--- src/rtl/instr_pointer_ras_pkg.sv ---
// Shared definitions for the instruction pointer and its return-address stack:
// operation encodings, default widths and address helpers.
package instr_pointer_ras_pkg;

  localparam int IP_MODE_WIDTH = 3;
  localparam int IP_WORD_SIZE  = 16;

  localparam logic [IP_MODE_WIDTH-1:0] IP_MODE_HOLD       = 3'd0;
  localparam logic [IP_MODE_WIDTH-1:0] IP_MODE_STEP       = 3'd1;
  localparam logic [IP_MODE_WIDTH-1:0] IP_MODE_BRANCH_REL = 3'd2;
  localparam logic [IP_MODE_WIDTH-1:0] IP_MODE_JUMP_ABS   = 3'd3;
  localparam logic [IP_MODE_WIDTH-1:0] IP_MODE_CALL_REL   = 3'd4;
  localparam logic [IP_MODE_WIDTH-1:0] IP_MODE_CALL_ABS   = 3'd5;
  localparam logic [IP_MODE_WIDTH-1:0] IP_MODE_RETURN     = 3'd6;

  function automatic logic ip_is_call(input logic [IP_MODE_WIDTH-1:0] m);
    return (m == IP_MODE_CALL_REL) || (m == IP_MODE_CALL_ABS);
  endfunction

endpackage

--- src/rtl/instr_pointer_ras_ras_lifo.sv ---
// Return-address LIFO: push/pop with occupancy count. Push while full and pop
// while empty are silently ignored; the caller decides whether that is an error.
module ras_lifo
  import instr_pointer_ras_pkg::*;
#(
  parameter int WIDTH = IP_WORD_SIZE,
  parameter int DEPTH = 8,
  parameter int CNT_W = $clog2(DEPTH + 1)
) (
  input  logic             clk,
  input  logic             rst,
  input  logic             push_i,
  input  logic             pop_i,
  input  logic [WIDTH-1:0] din_i,
  output logic [WIDTH-1:0] top_o,
  output logic [CNT_W-1:0] count_o,
  output logic             full_o,
  output logic             empty_o
);

  localparam int IDX_W = (DEPTH > 1) ? $clog2(DEPTH) : 1;

  logic [WIDTH-1:0] mem_q [DEPTH];
  logic [CNT_W-1:0] count_q, count_d;
  logic [CNT_W-1:0] top_idx;
  logic             do_push, do_pop;

  assign full_o  = (count_q == CNT_W'(DEPTH));
  assign empty_o = (count_q == '0);
  assign count_o = count_q;
  assign top_idx = count_q - CNT_W'(1);
  assign top_o   = empty_o ? '0 : mem_q[top_idx[IDX_W-1:0]];

  // Push has priority; the top module never requests both in one cycle.
  assign do_push = push_i && !full_o;
  assign do_pop  = pop_i && !empty_o && !push_i;

  always_comb begin
    count_d = count_q;
    if (do_push)     count_d = count_q + CNT_W'(1);
    else if (do_pop) count_d = count_q - CNT_W'(1);
  end

  always_ff @(posedge clk) begin
    if (rst) count_q <= '0;
    else     count_q <= count_d;
  end

  // Entries carry no reset; a pop only moves the pointer.
  always_ff @(posedge clk) begin
    if (do_push) mem_q[count_q[IDX_W-1:0]] <= din_i;
  end

endmodule

--- src/rtl/instr_pointer_ras.sv ---
// Next instruction pointer with an integrated return-address stack. Every
// operation completes in one cycle; overflow/underflow raise a sticky error.
module instr_pointer_ras
  import instr_pointer_ras_pkg::*;
#(
  parameter int                   WORD_SIZE    = IP_WORD_SIZE,
  parameter int                   STACK_DEPTH  = 8,
  parameter logic [WORD_SIZE-1:0] RESET_VECTOR = '0
) (
  input  logic                               clk,
  input  logic                               reset_enable,
  input  logic                               update_enable,
  input  logic [IP_MODE_WIDTH-1:0]           mode,
  input  logic [WORD_SIZE-1:0]               adj,
  output logic [WORD_SIZE-1:0]               out,
  output logic [WORD_SIZE-1:0]               ret_addr,
  output logic [$clog2(STACK_DEPTH+1)-1:0]   depth,
  output logic                               stack_full,
  output logic                               stack_empty,
  output logic                               stack_err
);

  localparam int CNT_W = $clog2(STACK_DEPTH + 1);

  logic [WORD_SIZE-1:0]        out_q, out_d;
  logic                        err_q, err_d;
  logic                        push, pop;
  logic signed [WORD_SIZE-1:0] pc_s, adj_s;
  logic [WORD_SIZE-1:0]        seq_addr, rel_addr;
  logic [WORD_SIZE-1:0]        top;
  logic [CNT_W-1:0]            count;
  logic                        full, empty;

  // Relative targets are signed adds truncated to the address width, so they
  // wrap in both directions without a flag.
  assign pc_s     = $signed(out_q);
  assign adj_s    = $signed(adj);
  assign seq_addr = out_q + WORD_SIZE'(1);
  assign rel_addr = WORD_SIZE'(pc_s + adj_s);

  always_comb begin
    out_d = out_q;
    err_d = err_q;
    push  = 1'b0;
    pop   = 1'b0;
    if (update_enable) begin
      case (mode)
        IP_MODE_STEP:       out_d = seq_addr;
        IP_MODE_BRANCH_REL: out_d = rel_addr;
        IP_MODE_JUMP_ABS:   out_d = adj;
        IP_MODE_CALL_REL, IP_MODE_CALL_ABS: begin
          if (full) begin
            err_d = 1'b1;
          end else begin
            push  = 1'b1;
            out_d = (mode == IP_MODE_CALL_REL) ? rel_addr : adj;
          end
        end
        IP_MODE_RETURN: begin
          if (empty) begin
            err_d = 1'b1;
          end else begin
            pop   = 1'b1;
            out_d = top;
          end
        end
        default: ;
      endcase
    end
  end

  always_ff @(posedge clk) begin
    if (reset_enable) begin
      out_q <= RESET_VECTOR;
      err_q <= 1'b0;
    end else begin
      out_q <= out_d;
      err_q <= err_d;
    end
  end

  ras_lifo #(
    .WIDTH (WORD_SIZE),
    .DEPTH (STACK_DEPTH),
    .CNT_W (CNT_W)
  ) u_ras (
    .clk     (clk),
    .rst     (reset_enable),
    .push_i  (push),
    .pop_i   (pop),
    .din_i   (seq_addr),
    .top_o   (top),
    .count_o (count),
    .full_o  (full),
    .empty_o (empty)
  );

  assign out         = out_q;
  assign ret_addr    = top;
  assign depth       = count;
  assign stack_full  = full;
  assign stack_empty = empty;
  assign stack_err   = err_q;

endmodule
--- config.mk ---
export PLATFORM = sky130hd
export DESIGN_NAME = instr_pointer_ras
export DESIGN_NICKNAME = d
export VERILOG_FILES = /design/src/rtl/instr_pointer_ras_pkg.sv /design/src/rtl/instr_pointer_ras_ras_lifo.sv /design/src/rtl/instr_pointer_ras.sv
export SDC_FILE = /design/constraint.sdc
export NUM_CORES = 1
export LEC_CHECK = 0
export CAP_MARGIN = 10
export CORE_MARGIN = 2
export CORE_UTILIZATION = 40
export DETAILED_ROUTE_END_ITERATION = 8
export PLACE_DENSITY_LB_ADDON = 0.08
export SYNTH_ARGS = -nofsm -noshare
export SYNTH_HDL_FRONTEND = slang
export SYNTH_SLANG_ARGS = --single-unit
--- constraint.sdc ---
create_clock -name clk -period 8.5 [get_ports clk]
set_input_delay 1.7 -clock clk [delete_from_list [all_inputs] [get_ports clk]]
set_output_delay 1.7 -clock clk [all_outputs]
set_load 0.02 [all_outputs]
After elaboration in Yosys (flattened, before gate mapping)
Memory sizes are Yosys's and may differ from the RTL's.
Cells that the tools add are included.
- add/subtract/negate cells: 4
- reductions and logical operators: 13
- muxes and demuxes: 18
- equality and inequality tests: 11
- operators by type and width (kind ; count):
    $pmux W16 S5 ; 1
    $mux W16 ; 4
    $add A16 B1 Y16 const B ; 1
    $add A16 B16 Y16 ; 1
    $mux W1 ; 10
    $eq A3 B3 Y1 const B ; 3
    $mux W4 ; 2
    $reduce_and A4 Y1 ; 2
    $eq A3 B2 Y1 const B ; 2
    $reduce_bool A5 Y1 ; 1
    $add A4 B1 Y4 const B ; 1
    $eq A4 B4 Y1 const B ; 1
    $logic_not A4 Y1 ; 1
    $ne A2 B1 Y1 const B ; 2
    $ne A2 B2 Y1 const B ; 2
    $reduce_bool A2 Y1 ; 2
    $sub A4 B1 Y4 const B ; 1
    $eq A3 B1 Y1 const B ; 1
    $logic_and A1 B1 Y1 ; 3
    $logic_not A1 Y1 ; 3
    $pmux W1 S2 ; 1
    $reduce_or A2 Y1 ; 1
- register bits: 21
- memories kept: 1
- bits in writable memories: 128
- word-level logic and storage cells: 50
- memories (memory ; words ; width ; read ports ; clocked after Yosys merged registers in ; write ports ; line ; source):
    u_ras.mem_q ; 8 ; 16 ; 1 ; 0 ; 1 ; instr_pointer_ras_ras_lifo.sv:23 ; logic [WIDTH-1:0] mem_q [DEPTH];

Longest topological paths before layout
- word-level depth: 8
- mapped depth: 13

By module
A second synthesis with hierarchy kept.
- cell total of the unflattened synthesis: 595
- area, all modules: 7528.5 um2
- by module, submodules not included (module ; times used ; cells an instance ; area an instance (um2)):
    ras_lifo ; 1 ; 274 ; 5238.8
    instr_pointer_ras ; 1 ; 321 ; 2289.7

Worst setup path after synthesis
OpenSTA, ideal clock, no wires.
- kind: register to output
- start: reg u_ras.count_q[0], in the netlist u_ras.count_o[0]
- end: out ret_addr[7]
- path slack: 4.435 ns
- path buffers: 4
- data arrival time: 2.365 ns
- data required time: 6.800 ns
- cell stages (with the launch flop): 10
- cell sequence: dfxtp_1 > buf_6 > buf_4 > inv_1 > ha_1 > buf_2 > clkbuf_1 > mux4_2 > nand2_1 > a21oi_1
- word-level cells in the longest chain between the ends: 3
- elaborated cells on any way between the ends: 4
- classes of those cells: add/sub (1); mux (1); reduce/logical (1); memory (1)
- ends and longest elaborated chain (item ; line ; source):
    from (decl) ; instr_pointer_ras_ras_lifo.sv:24 ; logic [CNT_W-1:0] count_q, count_d;
    from (signal assigned) ; instr_pointer_ras_ras_lifo.sv:46 ; else count_q <= count_d;
    $sub A4 B1 Y4 ; instr_pointer_ras_ras_lifo.sv:31 ; assign top_idx = count_q - CNT_W'(1);
    $mem_v2 Z8 W16 ; -- ;
    $mux W16 * ; instr_pointer_ras_ras_lifo.sv:32 ; assign top_o = empty_o ? '0 : mem_q[top_idx[IDX_W-1:0]];
    to (decl) ; instr_pointer_ras.sv:16 ; output logic [WORD_SIZE-1:0] ret_addr,
Every way passes the cells marked *; elsewhere a longest branch is shown, timed or not.

Worst setup path in the final report
- start: reg u_ras.count_q[0], in the netlist u_ras.count_o[0]
- end: out ret_addr[6]
Same word-level chain as after synthesis.

==> key figures <==
Clocking
  – Clock root buffer: clkbuf_16
  – # resized after CTS: 0
  – Post-CTS Setup Repair Bufs: 0
  – Max clock buf depth: 2
  – Clock Latency Late Sink: between 400 and 500 ps
  – Clock buffer count from CTS: 17
  – CTS Hold Bufs: 0
  – Clock sink count: between 100 and 150
  – Clock transition at path regs: around 70 ps
  – CTS tree: built
  – H-tree Lvls: 4

Hold path
  – Critical hold path startpoint: stack_err
  – Worst Hold Class: reg -> reg

Die
  – Die width: 141 microns
  – CORE AREA: 0.0181 sq mm
  – Area of the die: around 0.020 sq mm
  – I/O Pins: 61
  – Rows: a little under 50
  – Initial core utilization: between 40% and 50%
  – Vert. Die Dim: 141 microns

Logic synthesis
  – Top cell type's share of synthesized area: 51.5%
  – Synth top area cells: edfxtp_1 51%, mux4_2 9.6%, dfxtp_1 5.6%
  – Seq cells post-synth: 149
  – Post-synthesis sequential area ratio: between 50 and 60%
  – Net Count, Synth: 600
  – Ys flop type: edfxtp_1
  – Post-Syn Area: between 0.007 and 0.008 sq mm
  – Mapped Cells: 559
  – Post-synth EDFFs: approximately 130
  – Synth Area per Inst: about 13 sq um
  – Cell taking the most area after synthesis: edfxtp_1
  – Async S/R FF share, synth: 0%
  – Distinct cells, synth: 68
  – YS warnings: 0

Global routing
  – M1 GR Usage: 27.5%
  – GRT overflow: 0
  – Largest net degree at the start of global routing: 39
  – Antenna violations before repair: 0
  – Met2 Resource Use GR: 33.1%
  – Global-route wire length before repair: ~30,000 microns
  – Vias in the first global route: ~5.1k
  – Overall Global Routing Usage: 20.3%
  – Most used routing layer: met2
  – GRT met3 Usage: under 10%

Drt
  – Detail Route Antenna Nets: 0
  – Drt via density: ~5.8
  – Routed WL: ~19,000 microns
  – Wire per inst: 22.6 microns
  – First-pass DRT Iterations: 5
  – DR iter-0 viols: 428
  – Routed via count: between 4k and 5k
  – DRC Markers: 0

STA
  – Relative slew slack: a little under a third
  – Setup TNS: 0 ps
  – Pins Over Slew Limit: 0
  – Hold Fails Final Rpt: 0
  – Max Freq: ~180 MHz
  – Final setup violation count: 0
  – Final WS setup: 2880 ps
  – Worst-margin pin slew: 1050 ps
  – Final min period: 5620 ps
  – Final Cycle Share: about two thirds
  – Clock skew: 13.8 ps
  – Unrepaired setup endpoints after global routing: no

Run
  – Max Cap Violations: 0

Cells and area
  – Fillers: roughly 1.6k
  – Finished Layout Cells: 862
  – Share of cells above drive strength 1: between 10% and 20%
  – N_diodes: 0
  – Layout net count: around 660
  – Final Util: around 49%
  – P&R area growth vs syn: 19.1%

Status
  – Status: finished clean

Place
  – HPWL Detailed: 13,300 microns
  – DP Cell Count: 830
  – Port bufs: 60
  – Pre-CTS setup slack: 3220 ps
  – GPL Wtd Cong: approximately 0.87

Critical path
  – CP Class: reg -> out
  – CP arrival: 3920 ps
  – R2R setup slack: roughly 5100 ps
  – FF-to-FF Start: u_ras.count_o[0]
  – CP Capture Type: primary output
  – Critical path data required time: just under 7000 ps
  – Critical path startpoint category: flip-flop
  – CP max FO: 38
  – CP Launch Point: u_ras.count_o[0]

Pwr
  – Static leakage: 3.09 nW
  – Power per standard cell area: ~210 mW/mm^2
  – Maximum VDD drop: 0.000163 V
report_power, final:
group | internal [mW] | switching (mW)
Clock | 0.424 | 0.338
Combinational | 0.114 | 0.171
Sequential | 0.814 | 0.0173
Total | 1.35 | 0.526
Yosys cell counts (3+ instances only):
cell type / instances
ha_1: 18
nand3_1: 16
and2_1: 4
clkbuf_1: 9
o22ai_1: 4
a221oi_1: 3
nor3_1: 6
nand2_1: 46
xnor2_1: 14
buf_4: 4
a211oi_1: 6
a21oi_1: 28
o21ai_1: 7
nor2b_1: 4
o2111ai_1: 5
a21o_1: 10
o211ai_1: 10
a21oi_2: 3
mux2_2: 3
a31oi_1: 4
mux2i_1: 9
and3_1: 6
xor2_1: 13
inv_1: 14
o21ai_0: 17
buf_2: 11
nand4_1: 3
dfxtp_1: 21
nor2_1: 46
edfxtp_1: 128
buf_6: 4
mux4_2: 32
nand2b_1: 7
registers in the layout, indices dropped and copies added, names as in the netlist:
register / flops
out: 16
u_ras.mem_q: 128
stack_err: 1
u_ras.count_o: 4
per-stage QoR:
| stage | hold slack, ps | area, sq um | total power [mW] |
|---|---|---|---|
| floorplan | 581 | 7470 | 1.03 |
| global placement | 472 | 8290 | 1.13 |
| detailed placement | 477 | 8290 | 1.13 |
| CTS | 494 | 8890 | 1.90 |
| global route | 566 | 8890 | 1.95 |
| finish | 492 | 8890 | 1.88 |
routing by layer:
layer  routed length, microns  vias up
li1                         -     2292
met1                     8920     2501
met2                     9290      151
met3                      782       35
met4                      477        0
met5                        0        -
cell families (layout without fill, tap and decap cells):
family / Yosys count / in the layout / synth area share [%]
buffers and inverters: 43 / 117 / 2.95
multiplexers: 44 / 44 / 11.3
flip-flops: 149 / 149 / 57.1
adder cells (fa/ha/maj): 21 / 21 / 3.55
XOR/XNOR: 31 / 31 / 4.19
AO/OA/AOI/OAI: 121 / 121 / 11.3
AND/OR/NAND/NOR: 150 / 150 / 9.62
worst max-delay path: stages, from the launching register on:
cell and delay, ps:
dfxtp_2 310, buf_4 550, inv_1 200, ha_2 940, mux4_2 400, mux2i_1 320, nor2_1 140, clkdlybuf4s50_1 600
path summary, 6_finish.rpt:
| kind | cells after the start | to |
|---|---|---|
| worst max-delay path | 7 | ret_addr[6] |
| worst max register to register | 8 | u_ras.mem_q[7][11] |
| worst min register to register | 2 | stack_err |
| worst min-delay path | 2 | stack_err |
cells in the final DEF, fill, tap and decap left out, types with 10 or more instances in the layout:
master	n
edfxtp_1	128
clkdlybuf4s50_1	60
nand2_1	46
nor2_1	46
mux4_2	32
a21oi_1	28
dfxtp_1	20
o21ai_0	17
ha_1	17
clkbuf_16	17
nand3_1	16
inv_1	14
xnor2_1	14
xor2_1	13
buf_4	11
a21o_1	10
o211ai_1	10
area by class of cell:
class / count / area, sq um / share of cell area [%]
clock buffers: 17 / 425 / 4.78
clock inverters: 15 / 184 / 2.07
inverters: 14 / 52.6 / 0.591
multi-input cells: 367 / 3000 / 33.7
flip-flops and latches: 149 / 4270 / 48.0
well taps: 229 / 287 / 3.22
repair buffers: 71 / 683 / 7.68
(Power assumes the default switching activity.)
==> RTL change, RTL diff (same settings) <==
Change the package constant `IP_WORD_SIZE` from 16 to 8.
--- a/src/rtl/instr_pointer_ras_pkg.sv
+++ b/src/rtl/instr_pointer_ras_pkg.sv
@@ -4,5 +4,5 @@
 
   localparam int IP_MODE_WIDTH = 3;
-  localparam int IP_WORD_SIZE  = 16;
+  localparam int IP_WORD_SIZE  = 8;
 
   localparam logic [IP_MODE_WIDTH-1:0] IP_MODE_HOLD       = 3'd0;
Interface: changed (resized adj, out and ret_addr); port bits go from 61 to 37. No check against the original RTL was run, so the function may have changed too.
==> RTL change against the unedited design <==
Routed wire length shrank 55%; total power shrank 55%; count of clock-buffer cells in the layout shrank 8; worst setup slack gained 0.67 ns; synthesized area shrank 48%; critical endpoint is now ret_addr[5]; highest routed layer unchanged; final area shrank 49%; sequential cell count shrank 72.
==> RTL change: results (changes against the unedited design) <==
stage	metric	value	unit	change
run_status	status	completed		unchanged
worst_setup_path	crit path launch	u_ras.count_o[1]$_SDFFE_PP0P_		was u_ras.count_o[0]$_SDFFE_PP0P_
grt	first-pass GRT wire length	13700	um	was 30100 um
grt	met2 usage	26.6	%	was 33.1%
synth	EDFF count, synth	64		was 128
placement	Final Wtd Congestion	0.762		was 0.871
placement	DPL Wire Length	6000	um	was 13300 um
grt	met3 usage in global routing	4.14	%	was 3.36%
placement	PortBufs	36		was 60
grt	number of global-route vias before repair	2380		was 5127
worst_setup_path	worst reg2reg path depth	6		was 8
clock_network	CTS root buf	clkbuf_8		was clkbuf_16
routing	routed vias	2460		was 4979
sta	Worst Max-Slew Pin Slew	1.02	ns	was 1.05 ns
final_layout	layout cells sized above 1	13.3	%	was 16.4%
routing	DRT iter0 DRCs	165		was 428
synth	post-synth cell types	51		was 68
worst_setup_path	slowest stage delay, CP	0.83	ns	was 0.94 ns
synth	syn_nets	317		was 600
final_layout	Final nets	350		was 661
worst_setup_path	CP Data Arrival Time	3.24	ns	was 3.92 ns
worst_setup_path	highest-delay cell along the critical path	ha_1		was ha_2
final_layout	fill cell total of the finished layout	845		was 1571
final_layout	max reg flops	64		was 128
synth	sequential area share after synthesis	56.1	%	was 57.1%
routing	DR WL met2	4060	um	was 9290 um
synth	synth top area cells	edfxtp_1 (49%), mux4_2 (9.3%), dfxtp_1 (6.7%), ha_1 (3.2%), nor2_1 (3.1%)		was edfxtp_1 (51%), mux4_2 (9.6%), dfxtp_1 (5.6%), ha_1 (3.0%), nand2_1 (2.3%)
clock_network	CTS Buf Count	9		was 17
power	leakage	1.55	nW	was 3.09 nW
clock_network	Skew-Pair Late Insertion Delay	0.35	ns	was 0.43 ns
worst_setup_path	delay-heaviest family, CP	adder cells		was buffers and inverters
routing	DRT met1 WL	4360	um	was 8920 um
synth	commonest cells in the synthesized netlist	edfxtp_1 (64), nor2_1 (32), mux4_2 (16), nand2_1 (16), o21ai_0 (15)		was edfxtp_1 (128), nand2_1 (46), nor2_1 (46)
worst_setup_path	CP Max Fanout	18		was 38
sta	Setup Skew	0.0174	ns	was 0.0138 ns
routing	met3 wire len	331	um	was 782 um
grt	largest net degree at the start of global routing	22		was 39
clock_network	Clk pin slew, worst setup/hold paths	0.10	ns	was 0.07 ns
clock_network	H-tree levels	3		was 4
routing	Routed WL	8820	um	was 19500 um
routing	1st-pass router iterations	4		was 5
-- RTL change: layout make-up --
type	instances	area, sq um	area share (%)
Sequential cell	77	2180	48.5
Multi-Input combinational cell	193	1570	34.8
Timing Repair Buffer	38	375	8.34
Tap cell	129	161	3.59
Clock buffer	9	124	2.75
Clock inverter	7	68.8	1.53
Inverter	6	22.5	0.501
-- RTL change: where the power goes --
part	switching, W	total (W)	internal, W
sequential	0.00000904	0.000429	0.000420
clock	0.000151	0.000264	0.000113
combinational	0.0000832	0.000147	0.0000637
total	0.000243	0.000840	0.000597
-- RTL change: through the flow --
step / setup slack, ns / area, sq um / cells / utilization (%) / total power [W]
5_1_grt: 3.34 / 4500 / 459 / 48.2 / 0.000881
3_3_place_gp: 3.98 / 4310 / 443 / 46.2 / 0.000586
2_1_floorplan: 4.37 / 3890 / 292 / - / 0.000537
3_5_place_dp: 3.90 / 4310 / 443 / 46.2 / 0.000586
6_report: 3.56 / 4500 / 459 / 48.2 / 0.000840
4_1_cts: 3.49 / 4500 / 459 / 48.2 / 0.000850
-- RTL change: final timing paths --
| kind | endpoint | slack, ns |
|---|---|---|
| max | ret_addr[5] | 3.56 |
| min | stack_err$_SDFFE_PP0P_ | 0.49 |
| max reg2reg | u_ras.mem_q[5][6]$_DFFE_PP_ | 5.48 |
| min reg2reg | stack_err$_SDFFE_PP0P_ | 0.49 |
-- RTL change: cells by family after synthesis --
group | count (synthesis) | synth area share (%)
multiplexers | 28 | 12.4
AND/OR/NAND/NOR | 78 | 9.33
flip-flops | 77 | 56.1
buffers and inverters | 22 | 3.86
XOR/XNOR | 17 | 4.51
AO/OA/AOI/OAI | 59 | 10.0
adder cells (fa/ha/maj) | 11 | 3.73
